[config.mk]
export PLATFORM = sky130hd
export DESIGN_NAME = usb_nrzi_rx
export DESIGN_NICKNAME = d
export VERILOG_FILES = /design/src/rtl/usb_rx_pkg.sv /design/src/rtl/usb_rx_sampler.sv /design/src/rtl/usb_nrzi_rx.sv
export SDC_FILE = /design/constraint.sdc
export NUM_CORES = 1
export LEC_CHECK = 0
export BUFFER_PORTS_ARGS = -buffer_cell sky130_fd_sc_hd__buf_2
export CAP_MARGIN = 0
export CORE_UTILIZATION = 30
export CTS_CLUSTER_DIAMETER = 40
export DETAILED_ROUTE_END_ITERATION = 6
export HOLD_SLACK_MARGIN = 0.03
export SETUP_SLACK_MARGIN = 0.05
export SYNTH_ARGS = -nofsm -noshare
export SYNTH_HDL_FRONTEND = slang
export SYNTH_SLANG_ARGS = --single-unit
[constraint.sdc]
create_clock -name clk -period 2.15 [get_ports clk]
set_clock_uncertainty 0.2 [all_clocks]
set_input_delay 0.645 -clock clk [delete_from_list [all_inputs] [get_ports clk]]
set_output_delay 0.645 -clock clk [all_outputs]
set_load 0.005 [all_outputs]
[src/rtl/usb_rx_pkg.sv]
// Shared encodings and defaults for the USB NRZI receive path.
package usb_rx_pkg;

   // Logical line states after J/K mapping: {D+, D-} in full-speed sense
   localparam logic [1:0] LS_SE0 = 2'b00;
   localparam logic [1:0] LS_K   = 2'b01;
   localparam logic [1:0] LS_J   = 2'b10;
   localparam logic [1:0] LS_SE1 = 2'b11;

   localparam int unsigned SYNC_MIN_DEF  = 5;
   localparam int unsigned STUFF_LEN_DEF = 6;

   typedef enum logic [1:0] {
      IDLE = 2'd0,
      SYNC = 2'd1,
      DATA = 2'd2,
      EOP  = 2'd3
   } rx_state_e;

endpackage

[src/rtl/usb_rx_sampler.sv]
// Line synchroniser, J/K mapping and oversampling phase recovery.
module usb_rx_sampler
   import usb_rx_pkg::*;
#(
   parameter int unsigned OVERSAMPLE = 4,
   parameter bit          LOW_SPEED  = 1'b0
) (
   input  logic       clk,
   input  logic       rst,
   input  logic       dp_in,
   input  logic       dm_in,
   output logic [1:0] line_state,
   output logic       sample
);

   localparam int unsigned    PH_W     = $clog2(OVERSAMPLE);
   localparam logic [PH_W-1:0] PH_LAST = PH_W'(OVERSAMPLE - 1);
   localparam logic [PH_W-1:0] PH_MID  = PH_W'(OVERSAMPLE / 2);
   localparam logic           DP_IDLE  = LOW_SPEED ? 1'b0 : 1'b1;

   logic [1:0]      dp_sync;
   logic [1:0]      dm_sync;
   logic [1:0]      ls_c;
   logic [PH_W-1:0] phase;
   logic [PH_W-1:0] phase_c;

   // Two-flop synchronisers, idling at J
   always_ff @(posedge clk) begin
      if (rst) begin
         dp_sync <= {2{DP_IDLE}};
         dm_sync <= {2{~DP_IDLE}};
      end else begin
         dp_sync <= {dp_sync[0], dp_in};
         dm_sync <= {dm_sync[0], dm_in};
      end
   end

   // Map raw pair to logical state; low speed swaps J and K
   always_comb begin
      ls_c = {dp_sync[1], dm_sync[1]};
      if (LOW_SPEED && (ls_c == LS_J || ls_c == LS_K))
         ls_c = ~ls_c;
   end

   // Phase restarts on every line transition, otherwise free-runs
   always_comb begin
      phase_c = '0;
      if (ls_c == line_state && phase != PH_LAST)
         phase_c = phase + PH_W'(1);
   end

   // Register line state, phase and mid-bit sample strobe
   always_ff @(posedge clk) begin
      if (rst) begin
         line_state <= LS_J;
         phase      <= '0;
         sample     <= 1'b0;
      end else begin
         line_state <= ls_c;
         phase      <= phase_c;
         sample     <= (phase_c == PH_MID);
      end
   end

endmodule

[src/rtl/usb_nrzi_rx.sv]
// USB receive front end: NRZI decode, SYNC/EOP framing, unstuffing, word assembly.
module usb_nrzi_rx
   import usb_rx_pkg::*;
#(
   parameter int unsigned OVERSAMPLE = 4,
   parameter int unsigned STUFF_LEN  = STUFF_LEN_DEF,
   parameter int unsigned DATA_W     = 8,
   parameter int unsigned SYNC_MIN   = SYNC_MIN_DEF,
   parameter bit          LOW_SPEED  = 1'b0
) (
   input  logic              clk,
   input  logic              rst,
   input  logic              en,
   input  logic              dp_in,
   input  logic              dm_in,
   output logic [DATA_W-1:0] data_out,
   output logic              data_valid,
   output logic              sop,
   output logic              eop,
   output logic              stuff_err,
   output logic              align_err,
   output logic              active
);

   localparam int unsigned ZC_W   = $clog2(SYNC_MIN + 1);
   localparam int unsigned ONES_W = $clog2(STUFF_LEN + 1);
   localparam int unsigned BC_W   = $clog2(DATA_W + 1);

   logic [1:0]        line_state;
   logic              sample;
   logic              jk_c;
   logic              nrzi_bit_c;

   rx_state_e         state, state_n;
   logic [1:0]        prev_level, prev_n;
   logic [ZC_W-1:0]   zero_cnt, zero_n;
   logic [ONES_W-1:0] ones_cnt, ones_n;
   logic [BC_W-1:0]   bit_cnt, bit_n;
   logic [DATA_W-1:0] shreg, shreg_n;
   logic [DATA_W-1:0] data_n;
   logic              dv_n, sop_n, eop_n, serr_n, aerr_n, active_n;

   usb_rx_sampler #(
      .OVERSAMPLE (OVERSAMPLE),
      .LOW_SPEED  (LOW_SPEED)
   ) u_sampler (
      .clk        (clk),
      .rst        (rst),
      .dp_in      (dp_in),
      .dm_in      (dm_in),
      .line_state (line_state),
      .sample     (sample)
   );

   // NRZI: unchanged level decodes as 1
   assign jk_c       = (line_state == LS_J) || (line_state == LS_K);
   assign nrzi_bit_c = (line_state == prev_level);

   // State and datapath registers
   always_ff @(posedge clk) begin
      if (rst) begin
         state      <= IDLE;
         prev_level <= LS_J;
         zero_cnt   <= '0;
         ones_cnt   <= '0;
         bit_cnt    <= '0;
         shreg      <= '0;
         data_out   <= '0;
         data_valid <= 1'b0;
         sop        <= 1'b0;
         eop        <= 1'b0;
         stuff_err  <= 1'b0;
         align_err  <= 1'b0;
         active     <= 1'b0;
      end else begin
         state      <= state_n;
         prev_level <= prev_n;
         zero_cnt   <= zero_n;
         ones_cnt   <= ones_n;
         bit_cnt    <= bit_n;
         shreg      <= shreg_n;
         data_out   <= data_n;
         data_valid <= dv_n;
         sop        <= sop_n;
         eop        <= eop_n;
         stuff_err  <= serr_n;
         align_err  <= aerr_n;
         active     <= active_n;
      end
   end

   // Next-state, unstuffing and framing strobes, one action per sample
   always_comb begin
      state_n  = state;
      prev_n   = prev_level;
      zero_n   = zero_cnt;
      ones_n   = ones_cnt;
      bit_n    = bit_cnt;
      shreg_n  = shreg;
      data_n   = data_out;
      dv_n     = 1'b0;
      sop_n    = 1'b0;
      eop_n    = 1'b0;
      serr_n   = 1'b0;
      aerr_n   = 1'b0;
      active_n = active;

      if (sample) begin
         if (jk_c)
            prev_n = line_state;
         else if (line_state == LS_SE0)
            prev_n = LS_J;

         unique case (state)
            IDLE: begin
               if (line_state == LS_K) begin
                  state_n = SYNC;
                  zero_n  = ZC_W'(1);
               end
            end
            SYNC: begin
               if (!jk_c) begin
                  state_n = IDLE;
               end else if (!nrzi_bit_c) begin
                  if (zero_cnt != '1)
                     zero_n = zero_cnt + ZC_W'(1);
               end else if (zero_cnt >= ZC_W'(SYNC_MIN)) begin
                  state_n  = DATA;
                  sop_n    = 1'b1;
                  active_n = 1'b1;
                  ones_n   = ONES_W'(1);
                  bit_n    = '0;
               end else begin
                  state_n = IDLE;
               end
            end
            DATA: begin
               if (line_state == LS_SE0) begin
                  state_n = EOP;
               end else if (line_state == LS_SE1) begin
                  state_n  = IDLE;
                  active_n = 1'b0;
                  bit_n    = '0;
               end else if (ones_cnt == ONES_W'(STUFF_LEN)) begin
                  // Stuff position: a zero is dropped, a one is a violation
                  if (nrzi_bit_c) begin
                     serr_n   = 1'b1;
                     state_n  = IDLE;
                     active_n = 1'b0;
                     bit_n    = '0;
                  end else begin
                     ones_n = '0;
                  end
               end else begin
                  ones_n  = nrzi_bit_c ? ones_cnt + ONES_W'(1) : '0;
                  shreg_n = {nrzi_bit_c, shreg[DATA_W-1:1]};
                  if (bit_cnt == BC_W'(DATA_W - 1)) begin
                     data_n = shreg_n;
                     dv_n   = 1'b1;
                     bit_n  = '0;
                  end else begin
                     bit_n = bit_cnt + BC_W'(1);
                  end
               end
            end
            EOP: begin
               if (line_state == LS_J) begin
                  eop_n    = 1'b1;
                  aerr_n   = (bit_cnt != '0);
                  active_n = 1'b0;
                  state_n  = IDLE;
                  bit_n    = '0;
               end else if (line_state != LS_SE0) begin
                  state_n  = IDLE;
                  active_n = 1'b0;
                  bit_n    = '0;
               end
            end
         endcase
      end

      // Disable drops any packet in flight silently
      if (!en) begin
         state_n  = IDLE;
         active_n = 1'b0;
         dv_n     = 1'b0;
         sop_n    = 1'b0;
         eop_n    = 1'b0;
         serr_n   = 1'b0;
         aerr_n   = 1'b0;
      end
   end

endmodule

---- After elaboration in Yosys (flattened, before gate mapping) ----
Cells that the tools add are included.
word-level totals
  bits in registers ....................... 45
  input port bits ......................... 5
  output and inout bits ................... 14
  word-level logic and storage cells ...... 140
cells by class
  add/sub/neg operators ................... 4
  magnitude comparators ................... 1
  equal/unequal tests ..................... 29
  mux-type cells .......................... 53
  bitwise logic cells ..................... 11
  reduce and logical (&&, ||, !) cells .... 24
operator list
  cell                   number
  $mux W4                10
  $mux W3                12
  $mux W2                13
  $ne A2 B2 Y1 const B   9
  $ne A3 B3 Y1 const B   6
  $reduce_and A6 Y1      3
  $reduce_and A8 Y1      2
  $reduce_or A7 Y1       2
  $mux W1                13
  $ne A4 B4 Y1 const B   3
  $pmux W3 S2            2
  $pmux W4 S3            1
  $not A1 Y1             11
  $eq A2 B2 Y1 const B   5
  $reduce_and A9 Y1      1
  $pmux W2 S4            1
  $reduce_bool A2 Y1     4
  $add A3 B1 Y3 const B  2
  $reduce_or A6 Y1       1
  $reduce_and A5 Y1      1
  $reduce_or A5 Y1       1
  $add A4 B1 Y4 const B  1
  $eq A2 B1 Y1 const B   2
  $eq A2 B2 Y1           2
  13 further kinds       14

---- Logic depth before layout (Yosys ltp) ----
Gate-level depths: netlist of run 1.
  depth in word-level cells ............... 6
  depth in mapped cells ................... 9
  mapped depth without buffers ............ 7

---- Cells and area by module ----
Synthesis of run 1 repeated with hierarchy kept, for this count alone.
unflattened totals
  cells, all modules ...................... 222
  area total of the unflattened synthesis .. 2110.8 µm²
by module, submodules not included
  module          instances  cells each  area an instance (µm²)  seq. area each (µm²)
  usb_nrzi_rx     1          198         1799.2                  700.7
  usb_rx_sampler  1          24          311.5                   180.2

---- Least setup slack after synthesis of run 1 ----
No wires, ideal clock.
  path kind ............................... reg-to-reg
  start ................................... register u_sampler.line_state[0]
  end ..................................... register data_out[0]
  setup time .............................. 128 ps
  arrival ................................. 2031 ps
  required time ........................... 1822 ps
  slack ................................... -208 ps
  cell stages (with the launch flop) ...... 9
  buffers on the path ..................... 2
  period minus slack after synthesis ...... 2358 ps
  path through ............................ dfxtp_1 inv_1 ha_1 or4_1 buf_4 or2_1 buf_6 mux2i_1 nor2_1
on the way
  word-level cells in the longest chain between the ends .. 3
  elaborated cells on any way between the ends .. 5
  classes of those cells .................. eq/ne (1); bitwise (2); reduce/logical (2)
RTL lines
  element                                           RTL line                                source
  from (decl)                                       usb_rx_sampler.sv:12                    output logic [1:0] line_state,
  from (signal assigned)                            usb_rx_sampler.sv:59                    line_state <= ls_c;
  $eq A2 B2 Y1 or $logic_not A2 Y1 (tied branches)  usb_nrzi_rx.sv:140, usb_nrzi_rx.sv:138
  $not A1 Y1 (no line)                              n/a
  $reduce_and A6 Y1 (no line) (*)                   n/a
  to (signal assigned)                              usb_nrzi_rx.sv:82                       data_out <= data_n;
  to (decl)                                         usb_nrzi_rx.sv:16                       output logic [DATA_W-1:0] data_out,
Mark *: on every way between the ends. The rest lies on a longest branch, timed or not.
A chain may end at the register's enable or synchronous reset.

---- Worst setup path after layout of run 1 ----
  start ................................... register ones_cnt[0]
  end ..................................... register data_out[4]
on the way
  word-level cells in the longest chain between the ends .. 3
RTL lines
  element                      RTL line            source
  from (decl)                  usb_nrzi_rx.sv:37   logic [ONES_W-1:0] ones_cnt, ones_n;
  from (signal assigned)       usb_nrzi_rx.sv:79   ones_cnt <= ones_n;
  $eq A3 B3 Y1                 usb_nrzi_rx.sv:144  end else if (ones_cnt == ONES_W'(STUFF_LEN)) begin
  $not A1 Y1 (no line)         n/a
  $reduce_and A6 Y1 (no line)  n/a
Every way passes these cells.

==> reports/results.env, run 1 <==
STATUS='complete, no violations'
FIRST_ITER_VIOLATIONS=93
DR.PASS1.ITERS=4
MAX-CLOCK-PATH-BUFFERS=2
CTS.SINKS=44
POWER_PER_CELL_AREA_mW_PER_MM2=594
CHIPWIDTH_UM=85.3
FINAL.MIN_CLOCK_PERIOD_PS=2030
SLEW_HEADROOM_PCT=68.3
GR-TOTAL-OVERFLOW=0
SYNTH_TOP_AREA_CELL='dfxtp_1'
MAPPEDNETLISTNETS=247
TRITONCTS_CLOCK_TREE='yes'
CTS_HOLD_BUF=0
LAYOUT-DRIVE-GT1-SHARE_PCT=26.2
SHARE_OF_SYNTHESIZED_FLIP_FLOPS_WITH_AN_ASYNCHRONOUS_SET_OR_RESET_PCT=0
LEAKAGE_nW=1.12
POST-ROUTE-DRC-COUNT=0
TRITONCTS.NUM_BUFFERS=5
TIMING.HOLD.WS_PS=217
YOSYSSEQAREASHARE_PCT=42.3
POSTLAYOUTCOREUTIL_PCT=38.8
SYNTH_AREA_PER_CELL_UM2=9.13
H-TREE-DEPTH=2
FIN_TOTAL_PWR_W=0.00151
REPORT.FINAL.SLEW_VIOL_COUNT=0
YS_TOP_CELLS_BY_AREA='dfxtp_1 42%, ha_1 8.4%, mux2i_1 7.2%'
DPL_CELL_AREA_MM2=0.00239
CORE_REGION_AREA_MM2=0.00653
IOPINCOUNT=19
SYN-INSTANCE-COUNT=228
NETS_FINAL=281
WORST-ENDPOINT-ARRIVAL_PS=2000
NETLIST_AREA_MM2=0.00208
CTS.ROOT.BUFFER_CELL='clkbuf_8'
ROUTED_VIA_DENSITY=4.86
CLK_PIN_SLEW_WORST_PATHS_PS=80
WORSTSKEWPAIRLATENCY_PS=290
NUMBER_OF_INSTANCES_IN_THE_PLACED_DESIGN=330
IR_DROP_mV=0.234
FLOORPLAN.DIE_AREA_MM2=0.00728
TIMING.CRITICAL_PATH.TO_TYPE='flip-flop'
LARGEST_STAGE_DELAY_ON_THE_CRITICAL_PATH_PS=480
ANTENNA_VIOLATIONS_BEFORE_REPAIR=0
CRIT_REQUIRED_PS=2120
UNREPAIRED_SETUP_ENDPOINTS_AFTER_GLOBAL_ROUTING='no'
POST-DP-HPWL_UM=3190
FP.DIEH_UM=85.3
MIN-DELAY-PATH-CLASS='reg -> reg'
SETUP_VIOLATIONS=0
WORSTMARGINPINSLEW_PS=471
FINALINSTANCEAREA_MM2=0.00254
POSTSYNTHREGISTERBITS=44
TIMING.CRITICAL_PATH.FROM_TYPE='flip-flop'
GRT_PASS1_WL_UM=7290
POST-SYNTH-TOP-AREA-FRACTION_PCT=42.3
DOMINANTREGCELLSYNTH='dfxtp_1'
GLOBAL_ROUTE.USAGE.TOTAL_PCT=12.6
WL_UM=4280
AREA_GROWTH_SYN_TO_LAYOUT_PCT=21.8
FP-ROW-COUNT=29
DETAILROUTE.VIA_COUNT=1654
CRITPATHSLOWESTCELL='or4_4'
NUMBER_OF_NETS_STILL_FAILING_ANTENNA_CHECKS_AFTER_ROUTING=0
CRITICAL_PATH.CELL_CHAIN='inv_2 > ha_4 > and2_4 > or4_4 > or2_4 > mux2i_1 > nor2_1'
SYNTH_ENABLE_FLOP_CELLS=0
PLACE.PORT_BUFFERS=18
FINAL_MIN_PERIOD_OVER_CLOCK_PERIOD_PCT=94.3
SETUP.WORST_PATH.CLASS='reg -> reg'
MAX-CAP-VIOLATIONS=0
CRITICAL_PATH_PEAK_FANOUT=8
VIA_COUNT_OF_THE_FIRST_GLOBAL_ROUTING_PASS=1613
POST_SYNTH_NUM_CELL_TYPES=45
NUMBER_OF_ANTENNA_DIODES=0
HOLD_VIOLATIONS=0
COUNT_OF_NON_FILLER_CELLS_IN_THE_FINISHED_LAYOUT=340
HIGHEST_ATTAINABLE_CLOCK_FREQUENCY_MHz=493
GRT_START_MAX_NET_PINS=23
GLOBALPLACE.CONGESTION=0.808
ROUTEDWLPERCELL_UM=12.6
SYNTH_WARNINGS=0
INITIAL_UTILIZATION_PCT=31.9
[power breakdown]
part	leakage, nW	switching [W]	total [W]	internal (W)
Clock	0.0552	0.000268	0.000613	0.000345
Combinational	0.704	0.0000375	0.0000637	0.0000262
Sequential	0.358	0.00000644	0.000829	0.000822
[what timing repair did]
action                                  in CTS  in global routing
resized for setup                            1                  6
endpoints found under the setup margin       8                  9
buffers inserted                             0                  2
pin swaps                                    0                  2
[cells in the final DEF, fill, tap and decap left out, types with 5 or more instances in the layout]
cell      instances
dfxtp_1          39
nor2_1           27
buf_2            18
buf_4            18
mux2i_1          15
nand2_1          14
a21oi_1          12
ha_1             11
nor2b_1           8
nand3_1           8
nor3_1            7
inv_1             6
o21ai_0           5
clkbuf_8          5
[worst paths after layout]
kind / slack (ps) / depth (start not counted) / endpoint / startpoint
hold reg to reg: 220 / 1 / u_sampler.dp_sync[1]$_SDFF_PP1_ / u_sampler.dp_sync[0]$_SDFF_PP1_
setup reg to reg: 120 / 7 / data_out[4]$_SDFFE_PP0P_ / ones_cnt[0]$_SDFFE_PP0P_
hold / removal: 220 / 1 / u_sampler.dp_sync[1]$_SDFF_PP1_ / u_sampler.dp_sync[0]$_SDFF_PP1_
setup / recovery: 120 / 7 / data_out[4]$_SDFFE_PP0P_ / ones_cnt[0]$_SDFFE_PP0P_
[cell usage after synthesis (all sizes together), types with 3 or more instances]
cell type	n
ha	14
nor3	7
clkbuf	5
nand3	8
dfxtp	44
a21oi	13
nand2	14
nor2	27
inv	9
nand2b	6
xor2	4
buf	4
o21ai	6
nor4	4
or4	3
o211ai	4
or2	5
mux2i	15
nor2b	8
nand3b	3
[logic make-up (layout without fill, tap and decap cells)]
family / count (synthesis) / in the layout / synth area share (%)
simple gates: 93 / 93 / 23.6
flops: 44 / 44 / 42.3
compound gates: 38 / 38 / 12.1
buf+inv: 18 / 53 / 3.91
mux: 15 / 15 / 7.21
fa+ha+maj: 14 / 14 / 8.41
xor+xnor: 6 / 6 / 2.52
[per-layer routing]
| metal | vias to the layer above | track usage (%) | wire length, um |
|---|---|---|---|
| li1 | 861 | - | - |
| met1 | 754 | 16.2 | 2150 |
| met2 | 33 | 20.2 | 1930 |
| met3 | 6 | 3.02 | 154 |
| met4 | 0 | 5.15 | 50 |
| met5 | - | 0 | 0 |
[layout make-up]
class / instances / area, um^2
clock buffer: 6 / 72.6
clock inverter: 2 / 35.0
fill: 661 / 4000
inverter: 9 / 33.8
multi-input combinational: 166 / 1180
sequential: 44 / 892
tap: 77 / 96.3
timing repair buffer: 36 / 225
[state kept, by name, indices dropped and copies added (netlist names), 2 cells and up]
register,cells
bit_cnt,4
state,2
u_sampler.phase,2
u_sampler.dp_sync,2
prev_level,2
ones_cnt,3
zero_cnt,3
data_out,8
u_sampler.dm_sync,2
shreg,7
u_sampler.line_state,2
[per-stage QoR]
step / setup WS (ps) / setup TNS (ps)
6_report: 122 / 0
5_1_grt: 45.5 / 0
4_1_cts: 95.9 / 0
3_5_place_dp: 0.833 / 0
3_3_place_gp: 34.9 / 0
2_1_floorplan: -0.804 / -5.56
[worst max-delay path: cells and delay by family (launching register included)]
kind          cells  cell delay, ps
flops             1             360
simple gates      4             990
buf+inv           1              50
fa+ha+maj         1             150
mux               1             160
No activity file was read; power rests on OpenSTA's default activity.
==> run 2: changes to the inputs <==
Settings changed: CTS_BUF_LIST set to sky130_fd_sc_hd__clkbuf_4, PLACE_DENSITY set to 0.55.
==> run 2 against run 1 <==
Against the previous run:
- sequential cell count did not move
- non-clock buffer count is 2 higher
- maximum frequency grew 0.33%
- utilization decreased by 0.61 points
- setup slack better by 6.6 ps
- critical endpoint is now bit_cnt[1]$_SDFFE_PP0P_
- combinational power grew 2%
- first-iteration DRC count decreased by 28%
- cell count grew 0.59%
- design area fell by 1.6%
- hold slack improved by 7.6 ps
- sequential power about the same
- die area did not move
==> reports/results.env, run 2 (same netlist as run 1, synthesis figures left out) <==
FIRST_ITER_VIOLATIONS=67  # was 93
HOLD_VIOLATIONS=0  # unchanged
FINAL.MIN_CLOCK_PERIOD_PS=2020  # was 2030 ps
DETAILROUTE.VIA_COUNT=1651  # was 1654
MIN-DELAY-PATH-CLASS='reg -> reg'  # unchanged
FILLERS=662  # was 661
H-TREE-DEPTH=2  # unchanged
MAX-CLOCK-PATH-BUFFERS=2  # unchanged
CORE_REGION_AREA_MM2=0.00653  # unchanged
FINAL_MIN_PERIOD_OVER_CLOCK_PERIOD_PCT=94.0  # was 94.3%
LARGEST_REGISTERS='data_out x8, shreg x7, bit_cnt x4'  # unchanged
ANTENNA_VIOLATIONS_BEFORE_REPAIR=0  # unchanged
STATUS='complete, no violations'  # unchanged
VIA_COUNT_OF_THE_FIRST_GLOBAL_ROUTING_PASS=1594  # was 1613
TNS_PS=0  # unchanged
FLOORPLAN.DIE_AREA_MM2=0.00728  # unchanged
CP_NUM_BUF_INV=1  # unchanged
TIMING.CRITICAL_PATH.FROM_TYPE='flip-flop'  # unchanged
WORSTSKEWPAIRLATENCY_PS=360  # was 290 ps
FP.DIEH_UM=85.3  # unchanged
NUMBER_OF_ANTENNA_DIODES=0  # unchanged
SETUP.WORST_PATH.CLASS='reg -> reg'  # unchanged
MOSTFREQUENTLAYOUTCELL='dfxtp_1'  # unchanged
COUNT_OF_NON_FILLER_CELLS_IN_THE_FINISHED_LAYOUT=342  # was 340
CHIPWIDTH_UM=85.3  # unchanged
POST-ROUTE-DRC-COUNT=0  # unchanged
HOLDPATHSTAGES=1  # unchanged
WORST_R2R_PATH_DEPTH=5  # was 7
LAYOUT_COMMON_CELLS='39 x dfxtp_1, 26 x nor2_1, 20 x buf_4, 18 x buf_2, 15 x mux2i_1'  # was 39 x dfxtp_1, 27 x nor2_1, 18 x buf_2, 18 x buf_4, 15 x mux2i_1
POST-DP-HPWL_UM=3200  # was 3190 um
REPORT.FINAL.SLEW_VIOL_COUNT=0  # unchanged
POWER_PER_CELL_AREA_mW_PER_MM2=517  # was 594 mW/mm^2
NETS_FINAL=283  # was 281
MAX-CAP-VIOLATIONS=0  # unchanged
LEAKAGE_nW=1.10  # was 1.12 nW
ROUTEDLENGTHMET1_UM=2150  # unchanged
R2R-START='u_sampler.line_state[0]$_SDFF_PP0_'  # was ones_cnt[0]$_SDFFE_PP0P_
WORST_PATH_DOMINANT_CELL_FAMILY='compound AO/OA/AOI/OAI gates'  # was simple AND/OR/NAND/NOR gates
GRT_START_MAX_NET_PINS=21  # was 23
CRIT_REQUIRED_PS=2250  # was 2120 ps
IR_DROP_mV=0.378  # was 0.234 mV
INITIAL_UTILIZATION_PCT=31.9  # unchanged
TIMING.CRITICAL_PATH.TO_TYPE='flip-flop'  # unchanged
WORST-ENDPOINT-ARRIVAL_PS=2120  # was 2000 ps
ROUTED_VIA_DENSITY=4.83  # was 4.86
LARGEST_STAGE_DELAY_ON_THE_CRITICAL_PATH_PS=590  # was 480 ps
POST-CTS-SETUP-BUFFERS=0  # unchanged
HIGHEST_ATTAINABLE_CLOCK_FREQUENCY_MHz=495  # was 493 MHz
GLOBAL_ROUTE.USAGE.TOTAL_PCT=12.4  # was 12.6%
LAYOUT-DRIVE-GT1-SHARE_PCT=27.2  # was 26.2%
DPL_CELL_AREA_MM2=0.00242  # was 0.00239 mm^2
CTS_HOLD_BUF=0  # unchanged
CTS.ROOT.BUFFER_CELL='clkbuf_4'  # was clkbuf_8
TRITONCTS_CLOCK_TREE='yes'  # unchanged
UNREPAIRED_SETUP_ENDPOINTS_AFTER_GLOBAL_ROUTING='no'  # unchanged
IOPINCOUNT=19  # unchanged
FP-ROW-COUNT=29  # unchanged
DR.PASS1.ITERS=4  # unchanged
CRITICAL_PATH_PEAK_FANOUT=9  # was 8
ENDPOINT_OF_THE_WORST_HOLD_TIMING_PATH='u_sampler.dp_sync[1]$_SDFF_PP1_'  # unchanged
CTS.SINKS=44  # unchanged
CRITICAL_PATH.CELL_CHAIN='inv_2 > ha_1 > a32oi_1 > o21ai_0 > a21oi_1'  # was inv_2 > ha_4 > and2_4 > or4_4 > or2_4 > mux2i_1 > nor2_1
MET3_LENGTH_UM=117  # was 154 um
WORSTMARGINPINSLEW_PS=685  # was 471 ps
WORST_HOLD_START='u_sampler.dp_sync[0]$_SDFF_PP1_'  # unchanged
NUMBER_OF_NETS_STILL_FAILING_ANTENNA_CHECKS_AFTER_ROUTING=0  # unchanged
TRITONCTS.NUM_BUFFERS=5  # unchanged
NUMBER_OF_INSTANCES_IN_THE_PLACED_DESIGN=334  # was 330
PLACE.PORT_BUFFERS=18  # unchanged
GLOBALPLACE.CONGESTION=0.852  # was 0.808
SETUP_VIOLATIONS=0  # unchanged
FINALINSTANCEAREA_MM2=0.00250  # was 0.00254 mm^2
MAXUSEDROUTINGLAYER='met4'  # unchanged
REG2REG_TO='bit_cnt[1]$_SDFFE_PP0P_'  # was data_out[4]$_SDFFE_PP0P_
TIMING.FINAL.WS_SETUP_PS=129  # was 122 ps
CLK_PIN_SLEW_WORST_PATHS_PS=140  # was 80 ps
GR-TOTAL-OVERFLOW=0  # unchanged
WORST-R2R-SETUP-SLACK_PS=130  # was 120 ps
AREA_GROWTH_SYN_TO_LAYOUT_PCT=19.9  # was 21.8%
GRT_PASS1_WL_UM=7170  # was 7290 um
ROUTEDWLPERCELL_UM=12.4  # was 12.6 um
REGISTER_WITH_THE_MOST_FLIP_FLOPS='data_out'  # unchanged
WL_UM=4230  # was 4280 um
SLEW_HEADROOM_PCT=54.4  # was 68.3%
LARGEST_REG_FLOPS=8  # unchanged
CRITPATHSLOWESTCELL='a32oi_1'  # was or4_4
DR_WL_MET2_UM=1930  # about the same
PLACEMENT.SETUP.WORST_SLACK_PS=0.975  # was 0.833 ps
[run 2: stage by stage]
step	util (%)	hold WS (ps)	total power, W
after CTS	38.0	228	0.00131
after floorplan	-	189	0.000887
after global placement	37.1	193	0.000912
after global routing	38.2	234	0.00136
final	38.2	224	0.00129
after detailed placement	37.1	198	0.000912
[run 2: power by group]
group	switching (W)	internal (W)
Sequential	0.00000624	0.000823
Combinational	0.0000381	0.0000270
Clock	0.000272	0.000125
Total	0.000316	0.000975
[run 2: worst max path at each step]
stage | cells after the start | from | slack (ps) | to
6_report | 5 | u_sampler.line_state[0]$_SDFF_PP0_ | 130 | bit_cnt[1]$_SDFFE_PP0P_
5_1_grt | 5 | u_sampler.line_state[0]$_SDFF_PP0_ | 50 | bit_cnt[1]$_SDFFE_PP0P_
4_1_cts | 6 | ones_cnt[1]$_SDFFE_PP0P_ | 100 | data_out[1]$_SDFFE_PP0P_
3_5_place_dp | 6 | ones_cnt[1]$_SDFFE_PP0P_ | 1 | data_out[1]$_SDFFE_PP0P_
3_3_place_gp | 6 | ones_cnt[1]$_SDFFE_PP0P_ | 50 | data_out[5]$_SDFFE_PP0P_
2_1_floorplan | 9 | ones_cnt[0]$_SDFFE_PP0P_ | -0.8 | data_out[0]$_SDFFE_PP0P_
[run 2: layout make-up]
type                    count  area [um^2]  area share, %
inverters                   9         33.8           1.35
multi-input cells         166         1180           47.2
clock buffers               5         37.5           1.50
repair buffers             38          240           9.62
flip-flops and latches     44          892           35.7
clock inverters             3         17.5          0.702
well taps                  77         96.3           3.86
[run 2: repair_timing]
action	in CTS	in global routing
endpoints found under the hold margin	0	0
pin swaps	0	1
endpoints found under the setup margin	8	10
gates resized for setup	1	7
[run 2: routing by layer]
| layer | vias to the layer above | track usage [%] |
|---|---|---|
| li1 | 865 | - |
| met1 | 761 | 15.9 |
| met2 | 20 | 20.5 |
| met3 | 5 | 3.21 |
| met4 | 0 | 3.64 |
| met5 | - | 0 |
==> run 3: changes to the inputs <==
Settings changed: CORE_ASPECT_RATIO set to 2.
==> run 3 against run 2 <==
Against the previous run:
- maximum frequency fell by 1.8%
- sequential share of layout area fell by 0.99 points
- cell count rose by 4.1%
- non-clock buffer count rose by 2
- critical path type unchanged
- largest power group unchanged
==> reports/results.env, run 3 (same netlist as run 1, synthesis figures left out) <==
MIN-DELAY-PATH-CLASS='reg -> reg'  # unchanged
LARGEST_REG_FLOPS=8  # unchanged
LAYOUT-DRIVE-GT1-SHARE_PCT=28.5  # was 27.2%
CHIPWIDTH_UM=60.9  # was 85.3 um
HIGHEST_ATTAINABLE_CLOCK_FREQUENCY_MHz=486  # was 495 MHz
VIA_COUNT_OF_THE_FIRST_GLOBAL_ROUTING_PASS=1743  # was 1594
R2R-START='u_sampler.line_state[1]$_SDFF_PP1_'  # was u_sampler.line_state[0]$_SDFF_PP0_
FF_LATCH_AREA_UM2=892  # unchanged
POST-ROUTE-DRC-COUNT=0  # unchanged
MOSTFREQUENTLAYOUTCELL='dfxtp_1'  # unchanged
DPL_CELL_AREA_MM2=0.00245  # was 0.00242 mm^2
HOLD_VIOLATIONS=0  # unchanged
POST-CTS-SETUP-BUFFERS=0  # unchanged
WORSTSKEWPAIRLATENCY_PS=380  # was 360 ps
FIN_TOTAL_PWR_W=0.00142  # was 0.00129 W
TIMING.CRITICAL_PATH.FROM_TYPE='flip-flop'  # unchanged
FLOORPLAN.DIE_AREA_MM2=0.00730  # was 0.00728 mm^2
CORE_REGION_AREA_MM2=0.00667  # was 0.00653 mm^2
TRITONCTS_CLOCK_TREE='yes'  # unchanged
WORST-ENDPOINT-ARRIVAL_PS=2140  # was 2120 ps
GLOBAL_ROUTE.USAGE.TOTAL_PCT=14.5  # was 12.4%
IR_DROP_mV=0.307  # was 0.378 mV
MAX-CLOCK-PATH-BUFFERS=2  # unchanged
FP.DIEH_UM=120  # was 85.3 um
H-TREE-DEPTH=2  # unchanged
FILLERS=727  # was 662
TIMING.CRITICAL_PATH.TO_TYPE='flip-flop'  # unchanged
GLOBALPLACE.CONGESTION=0.889  # was 0.852
DR.PASS1.ITERS=4  # unchanged
REPORT.FINAL.SLEW_VIOL_COUNT=0  # unchanged
LARGEST_REGISTERS='data_out x8, shreg x7, bit_cnt x4'  # unchanged
REG2REG_TO='ones_cnt[1]$_SDFFE_PP0P_'  # was bit_cnt[1]$_SDFFE_PP0P_
ROUTED_VIA_DENSITY=4.78  # was 4.83
CTS.ROOT.BUFFER_CELL='clkbuf_4'  # unchanged
AREA_GROWTH_SYN_TO_LAYOUT_PCT=23.3  # was 19.9%
FOOTPRINT_OF_THE_MULTI_INPUT_GATES_MM2=0.00119  # was 0.00118 mm^2
WL_UM=4620  # was 4230 um
GRT_START_MAX_NET_PINS=26  # was 21
PLACE.PORT_BUFFERS=18  # unchanged
DETAILROUTE.VIA_COUNT=1702  # was 1651
WORST_R2R_PATH_DEPTH=7  # was 5
REGISTER_WITH_THE_MOST_FLIP_FLOPS='data_out'  # unchanged
SETUP_VIOLATIONS=0  # unchanged
SETUP.WORST_PATH.CLASS='reg -> reg'  # unchanged
NUMBER_OF_NETS_STILL_FAILING_ANTENNA_CHECKS_AFTER_ROUTING=0  # unchanged
FIRST_ITER_VIOLATIONS=29  # was 67
ENDPOINT_OF_THE_WORST_HOLD_TIMING_PATH='u_sampler.dp_sync[1]$_SDFF_PP1_'  # unchanged
SLEW_HEADROOM_PCT=70.5  # was 54.4%
IOPINCOUNT=19  # unchanged
CTS_HOLD_BUF=0  # unchanged
WORSTMARGINPINSLEW_PS=441  # was 685 ps
CTS.SINKS=44  # unchanged
CLK_PIN_SLEW_WORST_PATHS_PS=130  # was 140 ps
FP-ROW-COUNT=42  # was 29
LAYOUT_COMMON_CELLS='39 x dfxtp_1, 26 x nor2_1, 22 x buf_4, 18 x buf_2, 15 x mux2i_1'  # was 39 x dfxtp_1, 26 x nor2_1, 20 x buf_4, 18 x buf_2, 15 x mux2i_1
WORST-R2R-SETUP-SLACK_PS=90  # was 130 ps
ROUTEDWLPERCELL_UM=13.0  # was 12.4 um
LEAKAGE_nW=1.13  # was 1.10 nW
POWER_PER_CELL_AREA_mW_PER_MM2=555  # was 517 mW/mm^2
UNREPAIRED_SETUP_ENDPOINTS_AFTER_GLOBAL_ROUTING='yes'  # was no
GRT_PASS1_WL_UM=7720  # was 7170 um
STATUS='complete, no violations'  # unchanged
WORST_HOLD_START='u_sampler.dp_sync[0]$_SDFF_PP1_'  # unchanged
FINAL_MIN_PERIOD_OVER_CLOCK_PERIOD_PCT=95.7  # was 94.0%
MAX-CAP-VIOLATIONS=0  # unchanged
TNS_PS=0  # unchanged
HOLDPATHSTAGES=1  # unchanged
CRITICAL_PATH_PEAK_FANOUT=5  # was 9
GR-TOTAL-OVERFLOW=0  # unchanged
POST-DP-HPWL_UM=3570  # was 3200 um
FINAL.MIN_CLOCK_PERIOD_PS=2060  # was 2020 ps
CRIT_REQUIRED_PS=2230  # was 2250 ps
TRITONCTS.NUM_BUFFERS=5  # unchanged
NETS_FINAL=285  # was 283
FINALINSTANCEAREA_MM2=0.00257  # was 0.00250 mm^2
INITIAL_UTILIZATION_PCT=31.2  # was 31.9%
ANTENNA_VIOLATIONS_BEFORE_REPAIR=1  # was 0
## run 3: where the power goes
group	leakage [nW]	internal, W	switching, W
registers	0.358	0.000823	0.00000655
logic	0.728	0.0000280	0.0000388
clock network	0.0428	0.000243	0.000284
total	1.13	0.00109	0.000330
## run 3: metrics by stage
step | cells | hold slack [ps] | utilization, % | worst slack (ps)
after detailed placement | 347 | 197 | 36.7 | -32.7
final | 356 | 223 | 38.5 | 92.3
after CTS | 355 | 228 | 37.9 | 93.4
after global placement | 347 | 195 | 36.7 | 26.9
after floorplan | 228 | 189 | - | -0.804
after global routing | 356 | 237 | 38.5 | 42.5
## run 3: metal layers
metal	part of all wire [%]	vias to the layer above	GRT usage [%]
met1	37	784	14.0
met4	5.6	0	11.8
li1	-	866	-
met5	0	-	0
met3	2.7	19	2.26
met2	55	33	25.4
## run 3: worst max path at each step
| stage | start | to | slack, ps | depth (start not counted) |
|---|---|---|---|---|
| detailed placement | ones_cnt[1]$_SDFFE_PP0P_ | data_out[6]$_SDFFE_PP0P_ | -30 | 6 |
| global placement | ones_cnt[0]$_SDFFE_PP0P_ | data_out[4]$_SDFFE_PP0P_ | 30 | 7 |
| finish | u_sampler.line_state[1]$_SDFF_PP1_ | ones_cnt[1]$_SDFFE_PP0P_ | 90 | 7 |
| global route | prev_level[0]$_SDFFE_PP0P_ | ones_cnt[1]$_SDFFE_PP0P_ | 40 | 7 |
| CTS | ones_cnt[1]$_SDFFE_PP0P_ | data_out[6]$_SDFFE_PP0P_ | 90 | 6 |
| floorplan | ones_cnt[0]$_SDFFE_PP0P_ | data_out[0]$_SDFFE_PP0P_ | -0.8 | 9 |
## run 3: area by class of cell
cell class,count,share of cell area [%]
Sequential cell,44,34.7
Antenna cell,1,0.0975
Clock inverter,3,1.66
Inverter,9,1.32
Timing Repair Buffer,40,9.94
Tap cell,88,4.29
Clock buffer,5,1.46
Multi-Input combinational cell,166,46.5
## run 3: timing repair
| action | in CTS | in global routing |
|---|---|---|
| pin swaps | 0 | 1 |
| gates cloned | 0 | 0 |
| gates resized for setup | 1 | 7 |
| setup endpoints to repair | 8 | 6 |
## run 3: worst max-delay path, stage by stage, from the launching register on
cell     delay, ps
dfxtp_4        380
buf_4          150
xnor2_1        300
a21oi_1        210
nor4_2         300
buf_4          190
mux2i_1        190
nor2_1          50
